$ cat src/rtl/bresenham_line.sv
// bresenham_line: latches two endpoints on start and streams one Bresenham pixel per clock
module bresenham_line #(
  parameter int W = 8
) (
  input  logic         clk,
  input  logic         reset,
  input  logic         start,
  input  logic [W-1:0] x0,
  input  logic [W-1:0] y0,
  input  logic [W-1:0] x1,
  input  logic [W-1:0] y1,
  output logic [W-1:0] x,
  output logic [W-1:0] y,
  output logic         plot,
  output logic         busy,
  output logic         done
);
  typedef enum logic [1:0] {IDLE, INIT, DRAW} state_t;
  state_t state_q, state_d;
  logic [W-1:0] xa_q, xa_d, ya_q, ya_d, xb_q, xb_d, yb_q, yb_d, x_q, x_d, y_q, y_d;
  logic signed [W+2:0] dx_q, dx_d, dy_q, dy_d, err_q, err_d, e2, adx, ady;
  logic sx_q, sx_d, sy_q, sy_d, plot_q, plot_d, done_q, done_d, step_x, step_y, at_end;
  always_comb begin
    adx = xa_q < xb_q ? $signed({3'b000, xb_q - xa_q}) : $signed({3'b000, xa_q - xb_q});
    ady = ya_q < yb_q ? $signed({3'b000, yb_q - ya_q}) : $signed({3'b000, ya_q - yb_q});
    e2 = err_q <<< 1;
    step_x = e2 >= dy_q;
    step_y = e2 <= dx_q;
    at_end = x_q == xb_q && y_q == yb_q;
    state_d = state_q;
    xa_d = xa_q;
    ya_d = ya_q;
    xb_d = xb_q;
    yb_d = yb_q;
    x_d = x_q;
    y_d = y_q;
    dx_d = dx_q;
    dy_d = dy_q;
    err_d = err_q;
    sx_d = sx_q;
    sy_d = sy_q;
    plot_d = plot_q;
    done_d = done_q;
    case (state_q)
      IDLE: if (start) begin
        xa_d = x0;
        ya_d = y0;
        xb_d = x1;
        yb_d = y1;
        done_d = 1'b0;
        state_d = INIT;
      end
      INIT: begin
        dx_d = adx;
        dy_d = -ady;
        err_d = adx - ady;
        sx_d = !(xa_q < xb_q);
        sy_d = !(ya_q < yb_q);
        x_d = xa_q;
        y_d = ya_q;
        plot_d = 1'b1;
        state_d = DRAW;
      end
      DRAW: if (at_end) begin
        plot_d = 1'b0;
        done_d = 1'b1;
        state_d = IDLE;
      end else begin
        err_d = err_q + (step_x ? dy_q : '0) + (step_y ? dx_q : '0);
        x_d = step_x ? (sx_q ? x_q - 1'b1 : x_q + 1'b1) : x_q;
        y_d = step_y ? (sy_q ? y_q - 1'b1 : y_q + 1'b1) : y_q;
      end
      default: state_d = IDLE;
    endcase
  end
  always_ff @(posedge clk) begin
    if (reset) begin
      state_q <= IDLE;
      x_q <= '0;
      y_q <= '0;
      plot_q <= 1'b0;
      done_q <= 1'b0;
    end else begin
      state_q <= state_d;
      xa_q <= xa_d;
      ya_q <= ya_d;
      xb_q <= xb_d;
      yb_q <= yb_d;
      x_q <= x_d;
      y_q <= y_d;
      dx_q <= dx_d;
      dy_q <= dy_d;
      err_q <= err_d;
      sx_q <= sx_d;
      sy_q <= sy_d;
      plot_q <= plot_d;
      done_q <= done_d;
    end
  end
  assign x = x_q;
  assign y = y_q;
  assign plot = plot_q;
  assign done = done_q;
  assign busy = state_q != IDLE;
endmodule

$ cat config.mk
export PLATFORM = sky130hd
export DESIGN_NAME = bresenham_line
export DESIGN_NICKNAME = d
export VERILOG_FILES = /design/src/rtl/bresenham_line.sv
export SDC_FILE = /design/constraint.sdc
export NUM_CORES = 1
export LEC_CHECK = 0
export CAP_MARGIN = 20
export CORE_ASPECT_RATIO = 1.5
export CORE_MARGIN = 2
export CORE_UTILIZATION = 64
export CTS_CLUSTER_SIZE = 8
export DETAILED_ROUTE_END_ITERATION = 10
export GPL_ROUTABILITY_DRIVEN = 1
export PLACE_DENSITY = 0.95
export SLEW_MARGIN = 20
export SYNTH_ARGS = -nofsm -noshare
export SYNTH_HDL_FRONTEND = slang
export SYNTH_SLANG_ARGS = --single-unit
$ cat constraint.sdc
create_clock -name clk -period 7.1 [get_ports clk]
set_input_delay 1.42 -clock clk [delete_from_list [all_inputs] [get_ports clk]]
set_output_delay 1.42 -clock clk [all_outputs]
set_load 0.005 [all_outputs]
* Word-level counts from Yosys, hierarchy flattened *
Index checks and enable logic that the tools add are counted.

cells by class
  multiplexer cells = 22
  reduce and logical (&&, ||, !) cells = 15
  equal/unequal tests = 9
  $add $sub $neg = 12
  bitwise operators = 1
  $lt $le $gt $ge = 4

operators by type and width
  operator               number
  $mux W8                8
  $mux W11               3
  $pmux W8 S2            2
  $sub A8 B8 Y8          4
  $add A11 B11 Y11       2
  $pmux W11 S2           1
  $add A8 B1 Y8 const B  2
  $eq A8 B8 Y1           2
  $lt A8 B8 Y1           2
  $sub A8 B1 Y8 const B  2
  $reduce_and A3 Y1      5
  $ge A11 B11 Y1         1
  $le A11 B11 Y1         1
  $neg A8 Y11            1
  $ne A2 B2 Y1 const B   5
  $sub A8 B8 Y9          1
  $pmux W2 S3            1
  $reduce_and A2 Y1      3
  $reduce_bool A2 Y1     3
  $mux W2                2
  $pmux W1 S2            2
  $mux W1                3
  $eq A2 B1 Y1 const B   1
  $eq A2 B2 Y1 const B   1
  other kinds (4)        5

storage, ports and cells
  word-level logic and storage cells = 77
  output and inout bits = 19
  register bits after elaboration = 87
  input bits = 35

* Longest topological paths before layout *
Gate-level depths: netlist of run 1.

  word-level depth = 6
  gate-level depth with buffers = 21
  depth with buffers taken out = 20

* Least setup slack after synthesis of run 1 *
OpenSTA, ideal clock, no wires.

  path type = register to register
  start point = register err_q[0]
  end point = register err_q[9] (data pin)
  required time = 6831 ps
  setup time = 269 ps
  arrival time = 4026 ps
  setup slack = 2805 ps
  stages on the path, launching flop included = 20
  path buffers = 0
  clock period less this slack = 4295 ps
  cell sequence = edfxtp_1 > ha_1 > nor2b_1 > o21a_1 > o21a_1 > o2111ai_1 > a21oi_1 > nor2_1 > nor2_1 > fa_1 > ha_1 > fa_1 > a21o_1 > a21oi_1 > o21bai_1 > a21oi_1 > o21ai_0 > xnor2_1 > xnor2_1 > o21ai_0

between the ends
  longest elaborated chain between the ends = 6
  elaborated cells on any way between the ends = 8
  classes of those cells = add/sub: 2; order compare: 2; mux: 4

RTL lines
  what                    RTL line  source
  from (decl)             21        logic signed [W+2:0] dx_q, dx_d, dy_q, dy_d, err_q, err_d, e2, adx, ady;
  from (signal assigned)  93        err_q <= err_d;
  $ge A11 B11 Y1          27        step_x = e2 >= dy_q;
  $mux W11                69        err_d = err_q + (step_x ? dy_q : '0) + (step_y ? dx_q : '0);
  $add A11 B11 Y11        69
  $add A11 B11 Y11 *      69
  $mux W11 *              64        DRAW: if (at_end) begin
  $pmux W11 S2 *          44        case (state_q)
  named net err_d[9]      21

Mark *: on every way through the listed nets, which the timed path passes. The rest lies on a longest branch. The select of a mux whose other input is x is not followed.
A chain may end at the register's enable or synchronous reset.

* Final worst setup path of run 1 *
Ends and elaborated chain as after synthesis.

==> results of run 1 <==
[where the power goes]
group	leakage [nW]	switching [mW]	internal (mW)
Sequential	0.736	0.0550	0.598
Combinational	2.42	0.474	0.380
Clock	0.156	0.185	0.314
[state kept, by name, indices dropped and copies added (netlist names), 8 cells and up]
name / cells
dx_q: 8
dy_q: 11
err_q: 10
x: 8
xa_q: 8
xb_q: 8
y: 8
ya_q: 8
yb_q: 8
[placed cells by master (no fill, tap or decap), types with 9 or more instances in the layout]
cell type | synthesis | layout
ha_1 | 81 | 81
xor2_1 | 26 | 26
a21o_1 | 17 | 17
inv_1 | 90 | 90
clkbuf_16 | 0 | 9
a21oi_1 | 46 | 46
clkdlybuf4s50_1 | 0 | 53
nor2_1 | 50 | 49
nand2_1 | 29 | 29
fa_1 | 16 | 16
a211oi_1 | 13 | 12
mux2i_1 | 17 | 17
o21bai_1 | 9 | 9
nor2b_1 | 9 | 9
dfxtp_1 | 20 | 20
xnor2_1 | 28 | 28
nor3_1 | 17 | 17
o21ai_0 | 25 | 25
edfxtp_1 | 63 | 63
[per-stage QoR]
stage / hold slack [ns] / setup WS [ns] / utilization [%] / std cells / instance area [µm²]
floorplan: 0.4704 / 2.805 / - / 666 / 6526
global placement: 0.4857 / 2.456 / 71.64 / 825 / 7179
detailed placement: 0.4796 / 2.204 / 71.64 / 825 / 7179
CTS: 0.4945 / 2.185 / 74.79 / 840 / 7496
global route: 0.5259 / 1.947 / 74.86 / 840 / 7502
finish: 0.5006 / 2.175 / 74.86 / 840 / 7502
[routing by layer]
layer  vias to the layer above  track usage [%]  share of wire [%]
met5                         -                0                  0
met4                         0            16.64                4.3
met3                        66            5.023                5.4
met2                       263            57.74                 55
met1                      2570            33.90                 35
li1                       2482                -                  -
[kinds of logic (layout without fill, tap and decap cells)]
group / count (synthesis) / count (layout) / share of synthesized area [%]
compound gates: 161 / 161 / 16.93
mux: 20 / 20 / 3.125
flops: 83 / 83 / 35.12
simple gates: 145 / 145 / 10.97
xor+xnor: 54 / 54 / 7.247
buf+inv: 106 / 163 / 6.173
fa+ha+maj: 97 / 97 / 20.44
[final timing paths]
check,from,endpoint,cells after the start
worst max register to register,err_q[0],err_q[9],19
worst max-delay path,err_q[0],err_q[9],19
worst min register to register,plot,plot,2
worst min-delay path,plot,plot,2
[critical path: cells and delay by family, from the launching register on]
kind,cells,cell delay (ns)
DFF,1,0.42
and+or+nand+nor,3,0.78
adders and majority gates,4,1.42
xor gates and xnor gates,2,0.33
AOI/OAI and AO/OA,10,1.71
[layout make-up]
cell class,instances,area (µm²)
repair buffers,57,560.5
inverters,91,341.6
clock inverters,5,77.57
fillers,626,2520
multi-input cells,477,3845
flip-flops and latches,83,2292
well taps,117,146.4
clock buffers,10,239.0
==> flow_metrics.tcl, run 1 <==
set metrics [dict create \
    first_pass_iters 5 \
    path_clk_slew_ns 0.06 \
    holdCritPathClass "flip-flop to flip-flop" \
    ctsHoldBuffers 0 \
    fmax_mhz 203.1 \
    track_usage_pct 31.47 \
    cts_resized 0 \
    synth_cell_types 67 \
    leakagePower_nw 3.316 \
    first_global_vias 5576 \
    core_um2 10020 \
    worstMarginPinSlew_ns 0.9756 \
    clk_path_buf_depth 2 \
    ys_ff_latch 83 \
    post_cts_buffers 0 \
    antenna_found_initial 0 \
    synth_cells 666 \
    slowest_stage "nor2_1" \
    status "complete, no violations" \
    yosysTopAreaCellShare_pct 28.99 \
    finalClockSkew_ns 0.009700 \
    yosysMostFrequentCell "inv_1" \
    end_kind "flip-flop" \
    area_delta_synth_final_pct 14.95 \
    drive_above_1_share_pct 5.394 \
    cts_tree "done" \
    async_flop_share_pct 0 \
    period_minus_slack_ns 4.925 \
    crit_fanout 8 \
    die_y_um 127.7 \
    yosys-top-cells-count "90 x inv_1, 81 x ha_1, 63 x edfxtp_1" \
    drt_wl_total_mm 16.65 \
    yosysTopAreaCell "edfxtp_1" \
    setup-tns-final_ns 0 \
    power_mw 2.005 \
    ys_seq_area_share_pct 35.12 \
    drt_iter0_markers 441 \
    die_w_um 86.45 \
    syn_area_um2 6526 \
    via_count 5381 \
    start_util_pct 65.12 \
    synth_fp_nets 798 \
    ant_nets 0 \
    rsz0062_at_grt "no" \
    gp_congestion 0.9414 \
    grt_pass1_wl_mm 26.89 \
    cp.required_ns 7.17 \
    final_hold_viol_count 0 \
    setup_viol 0 \
    timing.final.crit_share_pct 69.36 \
    htreeDepth 3 \
    yosys-top-cells-area "edfxtp_1 29%, ha_1 16%, dfxtp_1 6.1%" \
    viasPerCell 6.406 \
    io_pins 54 \
    clk-insertion-delay-late_ns 0.35 \
    clockRootBuffer "clkbuf_16" \
    crit_arrival_ns 5.00 \
    diodes 0 \
    path_cells "ha_1 > nor2b_1 > o21a_1 > o21a_1 > o2111ai_1 > a21oi_1 > nor2_1 > nor2_1 > fa_1 > ha_1 > fa_1 > a21o_1 > a21oi_1 > o21bai_1 > a21oi_1 > o21ai_0 > xnor2_1 > xnor2_1 > o21ai_0" \
    synth-edff-count 63 \
    ir_drop_mv 0.1869 \
    wl_per_cell_um 19.82 \
    dieArea_um2 11040 \
    hpwl_mm 12.89 \
    slew_headroom_pct 34.84 \
    grt-ovfl-total 0 \
    cts_sinks 83 \
    slowest_delay_ns 0.50 \
    ys_warn_count 0 \
    maxCapViolCount 0 \
    io_buffers 53 \
    drc 0 \
    crit_top_cell "a21oi_1" \
    path_class "flip-flop to flip-flop" \
    grt_start_max_net_pins 34 \
    start_kind "flip-flop" \
    power_density_nw_per_um2 267.3 \
    nNetsFinal 851 \
    synthFlopType "edfxtp_1" \
    slew_viol_final 0 \
    numCtsBuffers 9 \
    reg2reg_slack_ns 2.18 \
    avgSynthCellArea_um2 9.799 \
    rows 45 \
]
(Power assumes the default switching activity.)
==> run 2: changes to the inputs <==
CORE_UTILIZATION = 60   (was 64)
PLACE_DENSITY = 0.92   (was 0.95)
clock period = 5.02 ns   (was 7.1 ns; I/O delays follow)
==> run 2 against run 1 <==
- critical path depth stayed put
- highest routed layer unchanged
- combinational power is 43% higher
- clock power is 31% higher
- sequential share of layout area hardly changed
- critical endpoint unchanged
- worst setup slack worse by 1.9 ns
- maximum frequency is 4.8% higher
- core utilization is 3.9 points lower
==> flow_metrics.tcl, run 2 (synthesized netlist as in run 1, its figures left out) <==
set metrics [dict create \
    io_buffers 53 \
    worstReg2RegEnd "err_q[9]" \
    cts_sinks 83 \
    start_util_pct 61.63 \
    clockRootBuffer "clkbuf_16" \
    multi_input_area_um2 3839 \
    cts_resized 0 \
    drc 0 \
    via_count 5376 \
    seqPwrFrac_pct 33.0 \
    drive_above_1_share_pct 5.372 \
    holdWs_ns 0.5026 \
    largest_reg_flops 11 \
    dieArea_um2 11740 \
    viasPerCell 6.179 \
    rr_worst_depth 19 \
    numCtsBuffers 9 \
    core_um2 10590 \
    clk_path_buf_depth 2 \
    rsz0062_at_grt "no" \
    die_w_um 89.16 \
    rows 46 \
    path_cells "ha_1 > nor2b_1 > o21a_1 > o21a_1 > o2111ai_1 > a21oi_1 > nor2_1 > buf_4 > nor2_1 > fa_1 > fa_1 > a21o_1 > a21oi_1 > o21bai_1 > a21oi_1 > o21ai_0 > xnor2_1 > xnor2_1 > o21ai_0" \
    slew_headroom_pct 36.65 \
    pwr-share-clk_pct 23.4 \
    swShare_pct 36.84 \
    area_delta_synth_final_pct 15.13 \
    setup_viol 0 \
    power_density_nw_per_um2 373.0 \
    post_cts_buffers 0 \
    reg2reg_slack_ns 0.32 \
    slew_viol_final 0 \
    die_y_um 131.7 \
    top_register "dy_q" \
    period_minus_slack_ns 4.700 \
    crit_fanout 7 \
    slowest_stage "fa_1" \
    seq_area_um2 2292 \
    critical-path-top-delay-family "compound AO/OA/AOI/OAI gates" \
    grt_pass1_wl_mm 27.10 \
    end_kind "flip-flop" \
    reg_top3 "dy_q: 11 flops, err_q: 10 flops" \
    track_usage_pct 29.65 \
    cts_tree "done" \
    io_pins 54 \
    ant_nets 0 \
    holdCritPathClass "flip-flop to flip-flop" \
    setup-tns-final_ns 0 \
    worstHoldEndpoint "plot" \
    timing.final.crit_share_pct 93.62 \
    crit_arrival_ns 4.78 \
    path_clk_slew_ns 0.06 \
    start_kind "flip-flop" \
    r2r-start "err_q[0]" \
    ctsHoldBuffers 0 \
    worstMarginPinSlew_ns 0.9485 \
    cp.required_ns 5.10 \
    maxCapViolCount 0 \
    first_global_vias 5627 \
    ir_drop_mv 0.2774 \
    path_class "flip-flop to flip-flop" \
    grt_start_max_net_pins 35 \
    hpwl_mm 12.94 \
    nFillCells 757 \
    antenna_found_initial 0 \
    hold_path.startpoint "plot" \
    crit_top_cell "a21oi_1" \
    status "complete, no violations" \
    gp_congestion 1.005 \
    grt-ovfl-total 0 \
    finalClockSkew_ns 0.005656 \
    first_pass_iters 7 \
    drt_iter0_markers 406 \
    p_int_mw 1.770 \
    cp.buffers_inverters 1 \
    hold_depth 2 \
    switchingPower_mw 1.033 \
    wl_per_cell_um 19.12 \
    leakagePower_nw 3.310 \
    clk-insertion-delay-late_ns 0.35 \
    htreeDepth 3 \
    power_frac_comb_pct 43.7 \
    slowest_delay_ns 0.49 \
    final_common_cell "inv_1" \
    fmax_mhz 212.8 \
    nNetsFinal 853 \
    layout_common_cells "90 x inv_1, 81 x ha_1, 63 x edfxtp_1" \
    final_hold_viol_count 0 \
    drt_wl_total_mm 16.63 \
    diodes 0 \
]
-- run 2: cell count changes in the layout (fill, tap and decap cells not counted), sizes merged --
cell and delta:
inv +1, clkbuf +1, bufinv -1, buf +2
-- run 2: tightest hold or removal path, delay by kind of cell (launching register included) --
family / cells / cell delay [ns]
compound gates: 2 / 0.14
flops: 1 / 0.32
-- run 2: power groups by stage --
stage / clock network (mW) / registers, mW / logic, mW
final: 0.655 / 0.923 / 1.22
after global routing: 0.680 / 0.930 / 1.34
after CTS: 0.651 / 0.921 / 1.20
after detailed placement: 0 / 0.934 / 1.18
after global placement: 0 / 0.930 / 1.11
after floorplan: 0 / 0.915 / 0.847
-- run 2: area by class of cell --
type,instances,share of cell area (%)
multi-input cells,477,51.09
flip-flops and latches,83,30.51
clock buffers,11,3.097
well taps,144,2.398
repair buffers,59,7.660
inverters,91,4.546
clock inverters,5,0.6994
-- run 2: metal layers --
metal	vias to the layer above	GRT usage, %	wire length [µm]
met5	-	0	0
met4	0	17.16	953
met3	80	4.571	968
met2	265	52.06	8862
met1	2546	32.58	5849
li1	2485	-	-
-- run 2: how the worst max path moves through the flow --
stage / from / endpoint / slack [ns] / depth (start not counted)
detailed placement: err_q[0] / err_q[9] / 0.41 / 19
floorplan: err_q[0] / err_q[9] / 0.72 / 19
CTS: err_q[0] / err_q[9] / 0.37 / 19
finish: err_q[0] / err_q[9] / 0.32 / 19
global placement: err_q[7] / err_q[9] / 0.72 / 17
global route: err_q[0] / err_q[9] / 0.04 / 19
-- run 2: through the flow --
stage          util [%]  total power [mW]  cell area [µm²]  std cells  setup WS [ns]
2_1_floorplan         -             1.763             6526        666         0.7248
3_5_place_dp      68.18             2.117             7221        853         0.4061
4_1_cts           70.88             2.774             7506        869         0.3735
3_3_place_gp      68.18             2.039             7221        853         0.7238
5_1_grt           70.95             2.954             7513        870        0.03646
6_report          70.95             2.802             7513        870         0.3203
==> run 3: changes to the inputs <==
--- a/config.mk
+++ b/config.mk
@@ -14,4 +14,5 @@
 export GPL_ROUTABILITY_DRIVEN = 1
 export PLACE_DENSITY = 0.92
+export REMOVE_ABC_BUFFERS = 1
 export SLEW_MARGIN = 20
 export SYNTH_ARGS = -nofsm -noshare
==> constraint.sdc (replaced) <==
create_clock -name clk -period 5.02 [get_ports clk]
set_input_delay 1.004 -clock clk [delete_from_list [all_inputs] [get_ports clk]]
set_output_delay 1.004 -clock clk [all_outputs]
set_load 0.1 [all_outputs]
==> run 3 against run 2 <==
- clock skew grew 0.0046 ns
- critical path depth is the same
- global-route usage up 0.94 points
- critical endpoint unchanged
==> flow_metrics.tcl, run 3 (synthesized netlist as in run 1, its figures left out) <==
set metrics [dict create \
    status "complete, no violations" \
    hold_depth 2 \
    nFillCells 753 \
    drive_above_1_share_pct 5.517 \
    slowest_delay_ns 0.45 \
    ant_nets 0 \
    track_usage_pct 30.58 \
    drc 0 \
    path_class "flip-flop to flip-flop" \
    start_kind "flip-flop" \
    place_inst 853 \
    rsz0062_at_grt "no" \
    cts_resized 0 \
    dieArea_um2 11740 \
    numCtsBuffers 9 \
    io_buffers 53 \
    clockRootBuffer "clkbuf_16" \
    path_clk_slew_ns 0.06 \
    ctsHoldBuffers 0 \
    slew_headroom_pct 33.10 \
    htreeDepth 3 \
    end_kind "flip-flop" \
    ir_drop_mv 0.2718 \
    holdCritPathClass "flip-flop to flip-flop" \
    wl_met1_mm 6.018 \
    place_area_um2 7221 \
    timing.final.crit_share_pct 91.49 \
    clk-insertion-delay-late_ns 0.35 \
    core_um2 10590 \
    first_global_vias 5770 \
    area_delta_synth_final_pct 14.92 \
    path_cells "ha_1 > nor2b_1 > o21a_1 > o21a_1 > o2111ai_1 > a21oi_1 > nor2_1 > nor2_1 > fa_1 > ha_1 > fa_1 > a21o_1 > a21oi_1 > o21bai_1 > a21oi_1 > o21ai_0 > xnor2_1 > xnor2_1 > o21ai_0" \
    final_hold_viol_count 0 \
    clk_path_buf_depth 2 \
    antenna_found_initial 0 \
    slew_viol_final 0 \
    cts_tree "done" \
    wl_per_cell_um 19.53 \
    drt_wl_total_mm 16.97 \
    worstHoldEndpoint "y[6]" \
    hold_path.startpoint "y[6]" \
    crit_top_cell "a21oi_1" \
    top_register "dy_q" \
    worst_slack_ns 0.4272 \
    grt_start_max_net_pins 35 \
    rr_worst_depth 19 \
    viasPerCell 6.178 \
    design_area_um2 7500 \
    layoutNonFillerInstCount 869 \
    grt_pass1_wl_mm 27.72 \
    slowest_stage "fa_1" \
    worstMarginPinSlew_ns 1.000 \
    io_pins 54 \
    dr_wl_met3_um 798 \
    post_cts_buffers 0 \
    worstReg2RegEnd "err_q[9]" \
    rows 46 \
    setup_viol 0 \
    holdWs_ns 0.5685 \
    period_minus_slack_ns 4.593 \
    r2r-start "err_q[0]" \
    largest_reg_flops 11 \
    first_pass_iters 5 \
    grt-ovfl-total 0 \
    via_count 5369 \
    drt_iter0_markers 417 \
    nNetsFinal 852 \
    reg2reg_slack_ns 0.43 \
    start_util_pct 61.63 \
    met2WireLength_mm 8.968 \
    final_common_cell "inv_1" \
    cts_sinks 83 \
    dr.max_layer_used "met4" \
    diodes 0 \
    finalClockSkew_ns 0.01021 \
    setup-tns-final_ns 0 \
    layout_common_cells "90 x inv_1, 81 x ha_1, 63 x edfxtp_1" \
    die_y_um 131.7 \
    reg_top3 "dy_q: 11 flops, err_q: 10 flops" \
    crit_arrival_ns 4.67 \
    leakagePower_nw 3.298 \
    hpwl_mm 12.93 \
    power_density_nw_per_um2 391.8 \
    maxCapViolCount 0 \
    pre_cts_slack_ns 0.4351 \
    fmax_mhz 217.7 \
    gp_congestion 0.9946 \
    cp.required_ns 5.10 \
    crit_fanout 6 \
    die_w_um 89.16 \
]
## run 3: cell count changes in the layout (fill, tap and decap cells not counted), sizes merged
cell | previous run | this run
buf | 6 | 5
clkinv | 3 | 2
bufinv | 1 | 0
clkbuf | 11 | 12
clkinvlp | 0 | 1
## run 3: area by class of cell
| type | count | area, µm² | area share, % |
|---|---|---|---|
| Tap cell | 144 | 180.2 | 2.402 |
| Clock buffer | 12 | 246.5 | 3.287 |
| Timing Repair Buffer | 58 | 568.0 | 7.574 |
| Inverter | 91 | 341.6 | 4.555 |
| Multi-Input combinational cell | 477 | 3845 | 51.27 |
| Clock inverter | 4 | 26.28 | 0.3504 |
| Sequential cell | 83 | 2292 | 30.56 |
## run 3: worst max-delay path by stage
stage / depth (start not counted) / endpoint / startpoint / slack [ns]
2_1_floorplan: 18 / err_q[7] / xa_q[0] / 0.57
6_report: 19 / err_q[9] / err_q[0] / 0.43
3_5_place_dp: 19 / err_q[9] / err_q[0] / 0.44
4_1_cts: 19 / err_q[9] / err_q[0] / 0.40
3_3_place_gp: 19 / err_q[9] / err_q[0] / 0.68
5_1_grt: 19 / err_q[9] / err_q[0] / 0.10
## run 3: metal layers
metal,global-route usage (%),vias to the layer above
met5,0,-
li1,-,2483
met4,20.98,0
met1,33.33,2561
met3,3.381,84
met2,53.25,241
## run 3: through the flow
step,utilization (%),total power [mW]
floorplan,-,1.949
global placement,68.18,2.230
detailed placement,68.18,2.298
CTS,70.76,2.924
global route,70.82,3.097
finish,70.82,2.939
## run 3: power breakdown
group	internal (mW)	leakage, nW	switching (mW)	total (mW)
Combinational	0.536	2.43	0.863	1.40
Clock	0.349	0.133	0.267	0.616
Sequential	0.845	0.736	0.0787	0.924
## run 3: critical path: cells and delay by family (launching register included)
family	cells	cell delay, ns
DFF	1	0.42
adders and majority gates	4	1.39
AOI/OAI and AO/OA	10	1.69
and+or+nand+nor	3	0.47
xor gates and xnor gates	2	0.35
